[src/rtl/uart_rx_pkg.sv]
// Shared definitions for the UART receiver: FSM state encoding, frame
// constants, parity modes and small bit-level helpers.
package uart_rx_pkg;

  localparam int DATA_BITS  = 8;
  localparam int FRAME_BITS = 11;  // start + 8 data + parity + stop

  // Parity modes, identical to the encoding used by uart_tx.
  localparam int PARITY_EVEN = 0;
  localparam int PARITY_ODD  = 1;

  typedef enum logic [2:0] {
    ST_IDLE   = 3'd0,
    ST_START  = 3'd1,
    ST_DATA   = 3'd2,
    ST_PARITY = 3'd3,
    ST_STOP   = 3'd4,
    ST_BREAK  = 3'd5
  } rx_state_e;

  // Two-out-of-three vote used when majority sampling is enabled.
  function automatic logic majority3(input logic a, input logic b, input logic c);
    return (a & b) | (a & c) | (b & c);
  endfunction

  // Parity bit the transmitter is expected to send for a given byte.
  function automatic logic expected_parity(input logic [DATA_BITS-1:0] data,
                                           input int mode);
    return (mode == PARITY_ODD) ? ~(^data) : (^data);
  endfunction

endpackage

[src/rtl/uart_rx_sync.sv]
// Two-flop synchroniser for the asynchronous serial input plus a
// falling-edge detector on the synchronised value. All flops reset to the
// idle (high) line level so reset never looks like a start edge.
module uart_rx_sync (
  input  logic clk,
  input  logic reset,
  input  logic rx,
  output logic rx_s,
  output logic rx_fall
);

  logic meta_q;
  logic sync_q;
  logic prev_q;

  // Capture the pin twice, then keep one more copy for edge detection.
  always_ff @(posedge clk or negedge reset) begin
    if (!reset) begin
      meta_q <= 1'b1;
      sync_q <= 1'b1;
      prev_q <= 1'b1;
    end else begin
      meta_q <= rx;
      sync_q <= meta_q;
      prev_q <= sync_q;
    end
  end

  assign rx_s    = sync_q;
  assign rx_fall = prev_q & ~sync_q;

endmodule

[src/rtl/uart_rx.sv]
// UART receiver: START, 8 data bits LSB first, PARITY, STOP.
// Each frame is presented as a parallel byte with a one-cycle rx_valid
// strobe; parity_err and frame_err are updated together with rx_valid and
// held, like rx_data, until the next frame completes.
// Optional build macro UART_RX_MAJORITY_EN: every bit is a 2-of-3 vote of
// the synchronised line at centre-1, centre and centre+1 (needs
// CLKS_PER_BIT >= 4); this moves each decision, and rx_valid, one clock later.
// Handshake: rx_valid is a pure strobe with no ready; the consumer must take
// rx_data/parity_err/frame_err in the cycle rx_valid is high (they stay
// stable afterwards until the next strobe).
module uart_rx
  import uart_rx_pkg::*;
#(
  parameter int CLK_FREQ  = 6000000,
  parameter int BAUD_RATE = 9600,
  parameter int PARITY    = 0
) (
  input  logic            clk,
  input  logic            reset,
  input  logic            rx,
  output logic [7:0]      rx_data,
  output logic            rx_valid,
  output logic            parity_err,
  output logic            frame_err,
  output logic            rx_busy,
  output rx_state_e       dbg_state
);

  localparam int CLKS_PER_BIT = CLK_FREQ / BAUD_RATE;
  localparam int HALF_BIT     = CLKS_PER_BIT / 2;
  localparam int CNT_W        = $clog2(CLKS_PER_BIT);

  localparam logic [CNT_W-1:0] BIT_LAST = CNT_W'(CLKS_PER_BIT - 1);
  localparam logic [2:0]       LAST_BIT = 3'(DATA_BITS - 1);

`ifdef UART_RX_MAJORITY_EN
  // The vote completes one clock after the centre, so the start-bit decision
  // is taken one count later; later bits keep the same spacing.
  localparam logic [CNT_W-1:0] START_PT = CNT_W'(HALF_BIT);
`else
  localparam logic [CNT_W-1:0] START_PT = CNT_W'(HALF_BIT - 1);
`endif

  logic             rx_s;
  logic             rx_fall;
  logic             samp;

  rx_state_e        state_q,     state_d;
  logic [CNT_W-1:0] cnt_q,       cnt_d;
  logic [2:0]       bit_q,       bit_d;
  logic [7:0]       shift_q,     shift_d;
  logic             perr_pend_q, perr_pend_d;
  logic [7:0]       data_q,      data_d;
  logic             valid_q,     valid_d;
  logic             perr_q,      perr_d;
  logic             ferr_q,      ferr_d;

  uart_rx_sync u_sync (
    .clk     (clk),
    .reset   (reset),
    .rx      (rx),
    .rx_s    (rx_s),
    .rx_fall (rx_fall)
  );

`ifdef UART_RX_MAJORITY_EN
  logic [1:0] hist_q;

  // Keep the two previous synchronised samples for the 3-sample vote.
  always_ff @(posedge clk or negedge reset) begin
    if (!reset) begin
      hist_q <= 2'b11;
    end else begin
      hist_q <= {hist_q[0], rx_s};
    end
  end

  assign samp = majority3(hist_q[1], hist_q[0], rx_s);
`else
  assign samp = rx_s;
`endif

  // State, counters, shift register and output registers.
  always_ff @(posedge clk or negedge reset) begin
    if (!reset) begin
      state_q     <= ST_IDLE;
      cnt_q       <= '0;
      bit_q       <= '0;
      shift_q     <= '0;
      perr_pend_q <= 1'b0;
      data_q      <= '0;
      valid_q     <= 1'b0;
      perr_q      <= 1'b0;
      ferr_q      <= 1'b0;
    end else begin
      state_q     <= state_d;
      cnt_q       <= cnt_d;
      bit_q       <= bit_d;
      shift_q     <= shift_d;
      perr_pend_q <= perr_pend_d;
      data_q      <= data_d;
      valid_q     <= valid_d;
      perr_q      <= perr_d;
      ferr_q      <= ferr_d;
    end
  end

  // Next-state logic: time each bit from the start edge and sample centres.
  always_comb begin
    state_d     = state_q;
    cnt_d       = cnt_q;
    bit_d       = bit_q;
    shift_d     = shift_q;
    perr_pend_d = perr_pend_q;
    data_d      = data_q;
    valid_d     = 1'b0;
    perr_d      = perr_q;
    ferr_d      = ferr_q;

    unique case (state_q)
      ST_IDLE: begin
        cnt_d = '0;
        if (rx_fall) begin
          state_d = ST_START;
        end
      end

      ST_START: begin
        if (cnt_q == START_PT) begin
          cnt_d = '0;
          if (samp) begin
            // Line went back high before mid-start: treat as a glitch.
            state_d = ST_IDLE;
          end else begin
            state_d = ST_DATA;
            bit_d   = '0;
          end
        end else begin
          cnt_d = cnt_q + 1'b1;
        end
      end

      ST_DATA: begin
        if (cnt_q == BIT_LAST) begin
          cnt_d          = '0;
          shift_d[bit_q] = samp;
          if (bit_q == LAST_BIT) begin
            state_d = ST_PARITY;
          end else begin
            bit_d = bit_q + 3'd1;
          end
        end else begin
          cnt_d = cnt_q + 1'b1;
        end
      end

      ST_PARITY: begin
        if (cnt_q == BIT_LAST) begin
          cnt_d       = '0;
          perr_pend_d = (samp != expected_parity(shift_q, PARITY));
          state_d     = ST_STOP;
        end else begin
          cnt_d = cnt_q + 1'b1;
        end
      end

      ST_STOP: begin
        if (cnt_q == BIT_LAST) begin
          cnt_d   = '0;
          valid_d = 1'b1;
          data_d  = shift_q;
          perr_d  = perr_pend_q;
          ferr_d  = ~samp;
          // A low stop bit means a break or framing fault: wait for idle.
          state_d = samp ? ST_IDLE : ST_BREAK;
        end else begin
          cnt_d = cnt_q + 1'b1;
        end
      end

      ST_BREAK: begin
        cnt_d = '0;
        if (rx_s) begin
          state_d = ST_IDLE;
        end
      end

      default: begin
        state_d = ST_IDLE;
        cnt_d   = '0;
      end
    endcase
  end

  assign rx_data    = data_q;
  assign rx_valid   = valid_q;
  assign parity_err = perr_q;
  assign frame_err  = ferr_q;
  assign rx_busy    = (state_q != ST_IDLE);
  assign dbg_state  = state_q;

endmodule

[config.mk]
export PLATFORM = sky130hd
export DESIGN_NAME = uart_rx
export DESIGN_NICKNAME = d
export VERILOG_FILES = /design/src/rtl/uart_rx_pkg.sv /design/src/rtl/uart_rx_sync.sv /design/src/rtl/uart_rx.sv
export SDC_FILE = /design/constraint.sdc
export NUM_CORES = 1
export LEC_CHECK = 0
export CORE_UTILIZATION = 36
export DETAILED_ROUTE_END_ITERATION = 12
export PLACE_DENSITY = 0.6
export REMOVE_ABC_BUFFERS = 1
export SYNTH_ARGS = -nofsm -noshare
export SYNTH_HDL_FRONTEND = slang
export SYNTH_HIERARCHICAL = 1
export SYNTH_SLANG_ARGS = --single-unit
[constraint.sdc]
create_clock -name clk -period 5.2 [get_ports clk]
set_input_delay 1.04 -clock clk [delete_from_list [all_inputs] [get_ports clk]]
set_output_delay 1.04 -clock clk [all_outputs]
set_load 0.05 [all_outputs]
Word-level counts from Yosys, hierarchy flattened
Cells that the tools add are included.
Word-level totals
  bits in registers: 39
  output and inout port bits: 15
Operators by class
  multiplexer cells: 23
  add/subtract/negate cells: 2
  bitwise gates (word level): 2
  magnitude comparators: 2
  equality and inequality tests: 18
  reduce and logical (&&, ||, !) cells: 11
Operators by type and width (number)
  2-to-1 mux 3 bit: 12
  2-to-1 mux 10 bit: 2
  one-hot mux 10 bit (2 select lines): 1
  one-hot mux 3 bit (6 select lines): 1
  inequality test 2 bit, second input constant: 8
  adder 10 x 1 -> 10 bit, second input constant: 1
  equality test 10 bit, second input constant: 1
  equality test 10 x 9 -> 1 bit, second input constant: 1
  equality test 3 bit, second input constant: 3
  bitwise mux 8 bit: 1
  XOR reduction 8 bit: 1
  AND reduction 7 bit: 1
  equality test 3 x 2 -> 1 bit, second input constant: 2
  one-hot mux 3 bit (2 select lines): 1
  AND reduction 2 bit: 3
  AND reduction 5 bit: 1
  < comparator 3 x 4 -> 1 bit, second input constant: 1
  adder 3 x 1 -> 3 bit, second input constant: 1
  demux 1 bit (select 3 bit): 1
  equality test 3 x 1 -> 1 bit, second input constant: 1
  greater-or-equal comparator 3 x 1 -> 1 bit, second input constant: 1
  logical NOT 3 bit: 1
  2-to-1 mux 1 bit: 3
  nonzero test 3 bit: 1
  other kinds (8): 8

Depth between registers and ports, before layout
Gate-level depths: netlist of run 1.
  depth in word-level cells: 5
  mapped depth: 6
  gate-level depth less buffers: 5

By module
Netlist of run 1, hierarchy kept.
Modules (own cells, without submodules)
  uart_rx: times used 1, cells each 153, area each 1860.5 µm²
  uart_rx_sync: times used 1, cells each 4, area each 92.6 µm²

Worst setup path before layout of run 1
No wires, ideal clock.
  kind: reg2out
  start point: reg state_q[1], in the netlist dbg_state[1]
  end point: out rx_busy
  arrival: 1350 ps
  buffers on the path: 1
  slack: 2810 ps
  required time: 4160 ps
  stages on the path, launching flop included: 3
  cells stage by stage: dfrtp_1 > buf_4 > or3_1
Between the ends
  longest elaborated chain between the ends: 1
RTL lines
  start: declaration: line uart_rx.sv:48  | rx_state_e state_q, state_d;
  start signal: assignment: line uart_rx.sv:96  | state_q <= state_d;
  nonzero test 3 bit: line uart_rx.sv:199  | assign rx_busy = (state_q != ST_IDLE);
  end: declaration: line uart_rx.sv:25  | output logic rx_busy,
No other way between the ends.

Final worst setup path of run 1
  start point: reg state_q[0], in the netlist dbg_state[0]
  end point: out rx_busy
Same word-level chain as after synthesis.

==> flow_summary_export.csv, run 1 <==
group,metric,value,unit
synth,postSynthCellCount,157,
clock_tree,clock_tree_from_tritoncts,"built",
final_layout,final_common_cell,"dfrtp_1",
placement,dp.final_hpwl,2337,um
placement,placedCellCount,239,
power_and_ir_drop,internal_power,0.0005307,W
final_layout,final_net_count,183,
clock_tree,h_tree_depth_reported_by_cts,2,
clock_tree,cts-root-to-sink-buffers,2,
power_and_ir_drop,netSwitchingFraction,0.3224,
synth,synth_top_cells_by_area,"dfrtp_1, mux2_2, xnor2_1",
floorplan,floorplan.die.width,75.66,um
power_and_ir_drop,p_comb_frac,0.238,
power_and_ir_drop,static_leakage,1.029,nW
worst_hold_path,holdCritPathClass,"reg -> reg",
floorplan,initial_cell_density_of_the_core,0.3776,
synth,ys.flop_type,"dfrtp_1",
clock_tree,cts_setup_buffers,0,
power_and_ir_drop,net-switching-power,0.0002525,W
grt,groute.usage.overall,0.1378,
synth,share_of_synthesized_registers_carrying_an_async_set_or_reset,1.000,
sta,timing.final.max_slew_violations,0,
power_and_ir_drop,p_seq_frac,0.443,
final_layout,final_cell_mix,"dfrtp_1, mux2_2, clkdlybuf4s50_1, xnor2_1, nor2_1",
run_status,status,"complete, no violations",
worst_hold_path,min_path_cells,0,
sta,hold_viol_final,0,
placement,gp_routability_congestion,0.8357,
grt,first_global_vias,1191,
final_layout,drive_gt1_frac,0.2599,
critical_path,critical_path.startpoint_type,"flip-flop",
clock_tree,number_of_cts_inserted_buffers,5,
sta,post-route-period-util,0.5621,
critical_path,crit_path_cell_trace,"or3_1 -> clkdlybuf4s50_1",
routing,detail-route-antenna-nets,0,
synth,part_of_the_yosys_area_used_for_sequential_elements,0.5016,
synth,mean_syn_cell_area,12.44,um^2
final_layout,layout.filler_cells,473,
critical_path,data_required_time_at_the_worst_endpoint,4.16,ns
routing,detail_route.first_pass.iterations,4,
routing,remaining_drc_errors,0,
placement,buffer_ports.inserted,17,
sta,rsz0062_at_grt,"false",
sta,setup_violations,0,
clock_tree,post_cts.resized_instances,0,
routing,num_vias,1220,
critical_path,worst-r2r-cell-count,4,
clock_tree,clock_edge_transition_at_the_registers_on_the_reported_setup_and_hold_paths,0.08,ns
grt,grt_start_max_net_pins,40,
routing,totalWireLength,3427,um
critical_path,critical_path_arrival,1.88,ns
power_and_ir_drop,p_per_area,342.4,nW/um^2
synth,ys_seq_elements,39,
sta,maximum_clock_frequency,342.1,MHz
placement,placement.setup.worst_slack,2.598,ns
floorplan,floorplan.io_pins,18,
routing,routed_wire_length_per_instance,13.87,um
sta,finalWorstSetupSlack,2.277,ns
routing,post_drt_via_cell_ratio,4.939,
power_and_ir_drop,peak_supply_drop,0.1768,mV
synth,synth-edff-count,0,
final_layout,layoutNonFillerInstCount,247,
floorplan,floorplan.die_area,5724,um^2
critical_path,cp_slowest_stage_delay,0.70,ns
sta,finalClockSkew,0.01145,ns
final_layout,antennaDiodeCount,0,
routing,dr.first_iter.drc_count,39,
floorplan,die_extent_in_y,75.66,um
clock_tree,cts.root.buffer_cell,"clkbuf_8",
clock_tree,clk_latency,0.29,ns
synth,synth_top_area_frac,0.4612,
critical_path,critPathMaxFanout,9,
job,drv.max_cap_violation_count,0,
synth,post-synth-top-area-cell,"dfrtp_1",
power_and_ir_drop,power.clock.fraction,0.319,
sta,worst_slew_pin_slew,0.8539,ns
synth,yosysUniqueCellTypes,44,
sta,timing.slew.headroom,0.4307,
grt,first_pass_grt_wire_length,5727,um
sta,hold_ws,0.3603,ns
synth,mappedNetlistArea,1953,um^2
grt,gr-total-overflow,0,
sta,period_needed,2.923,ns
synth,yosysWarnings,6,
clock_tree,cts-hold-fix-buffers,0,
sta,finalSetupTns,0,ns
floorplan,std_cell_rows,26,
final_layout,fin_util,0.4422,
final_layout,area_delta_synth_final,17.10,%
clock_tree,cts.sinks,39,
critical_path,timing_worst_setup_path_type,"reg -> out",
critical_path,cp_slowest_cell,"clkdlybuf4s50_1",
critical_path,end_kind,"output pin",
grt,grt_antenna_before_repair,0,
floorplan,fp.coreArea,5172,um^2
==> stage by stage <==
step | area (um^2) | total power (W)
3_3_place_gp | 2175 | 0.0005333
6_report | 2287 | 0.0007832
5_1_grt | 2287 | 0.0008319
3_5_place_dp | 2175 | 0.0005422
4_1_cts | 2287 | 0.0007991
2_1_floorplan | 1922 | 0.0004846
==> sequential cells by signal, summed over array words and instances, names as in the netlist <==
register       cells
cnt_q             10
rx_data            8
shift_q            8
bit_q              3
dbg_state          3
frame_err          1
parity_err         1
perr_pend_q        1
rx_valid           1
u_sync/meta_q      1
u_sync/prev_q      1
u_sync/rx_s        1
==> metal layers <==
layer / part of all wire / GRT usage / up-vias
met4: 0.015 / 0.05556 / 0
li1: - / - / 593
met5: 0 / 0 / -
met1: 0.47 / 0.1811 / 604
met2: 0.48 / 0.2123 / 18
met3: 0.032 / 0.04233 / 5
==> path summary, 6_finish.rpt <==
kind	endpoint	startpoint	slack [ns]
setup / recovery	rx_busy	dbg_state[0]	2.28
hold / removal	u_sync/rx_s	u_sync/meta_q	0.36
setup reg to reg	dbg_state[0]	cnt_q[2]	3.26
hold reg to reg	u_sync/rx_s	u_sync/meta_q	0.36
max in group asynchronous	cnt_q[3]	reset	3.80
min in group asynchronous	rx_data[3]	reset	0.86
==> worst max-delay path, delay by kind of cell (launching register included) <==
family	cells	cell delay [ns]
buffers and inverters	1	0.70
flip-flops	1	0.49
AND/OR/NAND/NOR	1	0.40
==> cells in the mapped netlist (2+ instances only) <==
library cell and number:
nand4_1 2, nand2_1 7, nor4_1 4, and3_1 4, buf_4 3, nor4b_2 2, xnor2_1 12, nor2_1 12
and2_1 2, or3b_1 2, dfrtp_1 36, xor2_1 2, nor3_1 4, dfstp_2 3, ha_1 4, o31ai_1 2
nand3_1 4, o21ai_0 2, inv_1 6, mux2_2 20
==> cells by family (layout without fill, tap and decap cells) <==
family                   count (synthesis)  in the layout  share of synthesized area
AO/OA/AOI/OAI                            8              8                    0.03780
XOR/XNOR                                15             15                    0.07431
adder cells (fa/ha/maj)                  4              4                    0.02563
buffers and inverters                   11             31                    0.02754
flip-flops                              39             39                     0.5016
multiplexers                            23             23                     0.1339
AND/OR/NAND/NOR                         57             57                     0.1992
==> layout make-up <==
cell class,instances,area [um^2],share of cell area
sequential,39,979.7,0.4283
multi-input combinational,107,919.6,0.4021
timing repair buffer,17,165.2,0.07221
tap,70,87.58,0.03829
clock buffer,5,68.82,0.03009
clock inverter,3,43.79,0.01915
inverter,6,22.52,0.009847
==> power groups by stage <==
stage | logic, W | registers (W) | clock network [W]
2_1_floorplan | 0.000115 | 0.000369 | 0
3_3_place_gp | 0.000184 | 0.000349 | 0
3_5_place_dp | 0.000189 | 0.000353 | 0
4_1_cts | 0.000190 | 0.000347 | 0.000262
5_1_grt | 0.000204 | 0.000353 | 0.000275
6_report | 0.000186 | 0.000347 | 0.000250
No activity file was read; power rests on OpenSTA's default activity.
==> run 2, diff against run 1 <==
- clock period: 5.2 -> 2.75 ns (I/O delays scaled with it)
==> flow_summary_export.csv, run 2 (synthesized netlist as in run 1, its figures left out) <==
group,metric,value,unit
clock_tree,number_of_cts_inserted_buffers,5,
clock_tree,cts_setup_buffers,0,
routing,dr.max_layer_used,"met4",
routing,routed_wire_length_per_instance,14.10,um
final_layout,multi_input_area,919.6,um^2
worst_hold_path,holdCritPathClass,"reg -> reg",
critical_path,critical_path.startpoint_type,"flip-flop",
final_layout,largest_reg_flops,10,
sta,period_needed,2.424,ns
clock_tree,clock_tree_from_tritoncts,"built",
floorplan,fp.coreArea,5172,um^2
final_layout,final_cell_mix,"dfrtp_1, mux2_2, clkdlybuf4s50_1, xnor2_1, nor2_1",
critical_path,critPathMaxFanout,9,
clock_tree,clk_latency,0.29,ns
worst_hold_path,hp-start,"u_sync/meta_q",
sta,post-route-period-util,0.8816,
floorplan,die_extent_in_y,75.66,um
grt,first_pass_grt_wire_length,6065,um
routing,met3_routed_length,121,um
power_and_ir_drop,internal_power,0.0009105,W
floorplan,floorplan.die.width,75.66,um
grt,gr-total-overflow,0,
routing,dr.first_iter.drc_count,48,
placement,buffer_ports.inserted,17,
power_and_ir_drop,netSwitchingFraction,0.3444,
floorplan,floorplan.io_pins,18,
power_and_ir_drop,p_seq_frac,0.473,
grt,first_global_vias,1223,
sta,finalClockSkew,0.007057,ns
final_layout,drive_gt1_frac,0.2542,
sta,rsz0062_at_grt,"false",
power_and_ir_drop,power.clock.fraction,0.273,
routing,detail-route-antenna-nets,0,
critical_path,critical_path_arrival,1.87,ns
run_status,status,"complete, no violations",
worst_hold_path,timing.hold.worst_endpoint,"u_sync/rx_s",
final_layout,final_common_cell,"dfrtp_1",
sta,hold_viol_final,0,
final_layout,layoutNonFillerInstCount,247,
sta,timing.slew.headroom,0.4164,
floorplan,initial_cell_density_of_the_core,0.3776,
power_and_ir_drop,report.power.total,0.001389,W
final_layout,layout.filler_cells,481,
critical_path,worst_r2r_endpoint,"dbg_state[0]",
sta,finalWorstSetupSlack,0.3256,ns
worst_hold_path,min_path_cells,0,
grt,grt_start_max_net_pins,40,
clock_tree,h_tree_depth_reported_by_cts,2,
power_and_ir_drop,p_comb_frac,0.254,
sta,hold_ws,0.3618,ns
placement,placement.setup.worst_slack,0.6382,ns
routing,route.layer.met1.wl,1706,um
sta,worst_slew_pin_slew,0.8754,ns
routing,totalWireLength,3482,um
power_and_ir_drop,static_leakage,1.012,nW
sta,maximum_clock_frequency,412.5,MHz
routing,remaining_drc_errors,0,
placement,gp_routability_congestion,0.8707,
critical_path,r2r_slack,0.81,ns
routing,post_drt_via_cell_ratio,4.960,
critical_path,reg2reg_from,"cnt_q[2]",
clock_tree,clock_edge_transition_at_the_registers_on_the_reported_setup_and_hold_paths,0.07,ns
clock_tree,cts.sinks,39,
critical_path,end_kind,"output pin",
placement,dp.final_hpwl,2369,um
clock_tree,post_cts.resized_instances,0,
final_layout,final_net_count,183,
clock_tree,cts-root-to-sink-buffers,2,
floorplan,std_cell_rows,26,
power_and_ir_drop,p_per_area,614.6,nW/um^2
routing,num_vias,1225,
clock_tree,cts.root.buffer_cell,"clkbuf_8",
final_layout,area_delta_synth_final,15.70,%
final_layout,seqCellArea,979.7,um^2
job,drv.max_cap_violation_count,0,
grt,grt_antenna_before_repair,0,
final_layout,antennaDiodeCount,0,
sta,finalSetupTns,0,ns
routing,met2RoutedLength,1562,um
critical_path,timing_worst_setup_path_type,"reg -> out",
clock_tree,cts-hold-fix-buffers,0,
grt,groute.usage.overall,0.1447,
floorplan,floorplan.die_area,5724,um^2
placement,placedCellCount,239,
routing,detail_route.first_pass.iterations,4,
critical_path,worst-r2r-cell-count,4,
critical_path,data_required_time_at_the_worst_endpoint,2.20,ns
sta,timing.final.max_slew_violations,0,
sta,setup_violations,0,
power_and_ir_drop,peak_supply_drop,0.4931,mV
final_layout,regMostFlops,"cnt_q",
power_and_ir_drop,net-switching-power,0.0004782,W
[run 2: power by group through the flow]
stage / registers, W / clock network (W) / logic, W
finish: 0.000657 / 0.000379 / 0.000352
global route: 0.000666 / 0.000424 / 0.000381
CTS: 0.000659 / 0.000394 / 0.000356
detailed placement: 0.000670 / 0 / 0.000354
global placement: 0.000661 / 0 / 0.000347
floorplan: 0.000699 / 0 / 0.000218
[run 2: worst max-delay path, cell delays in order (launching register included)]
cell and delay, ns:
dfrtp_1 0.48, or3_1 0.40, clkdlybuf4s50_1 0.70
[run 2: worst max-delay path by stage]
stage	start	endpoint	slack (ns)	cells after the start
after floorplan	dbg_state[1]	shift_q[4]	0.77	4
after global placement	dbg_state[0]	rx_busy	0.67	2
after detailed placement	dbg_state[0]	rx_busy	0.64	2
after CTS	dbg_state[0]	rx_busy	0.32	2
after global routing	dbg_state[1]	rx_busy	0.29	2
final	dbg_state[0]	rx_busy	0.33	2
[run 2: metrics by stage]
stage | util | instance area, um^2
after floorplan | - | 1922
after global placement | 0.4204 | 2175
after detailed placement | 0.4204 | 2175
after CTS | 0.4369 | 2260
after global routing | 0.4369 | 2260
final | 0.4369 | 2260
[run 2: layout make-up]
| cell class | count | area share |
|---|---|---|
| clock buffers | 6 | 0.03212 |
| clock inverters | 2 | 0.005537 |
| inverters | 6 | 0.009967 |
| multi-input cells | 107 | 0.4070 |
| flip-flops and latches | 39 | 0.4336 |
| well taps | 70 | 0.03876 |
| repair buffers | 17 | 0.07309 |
[run 2: routing by layer]
layer,global-route usage,up-vias
met5,0,-
met4,0.06379,0
met3,0.04365,11
met2,0.2093,23
met1,0.2002,597
li1,-,594
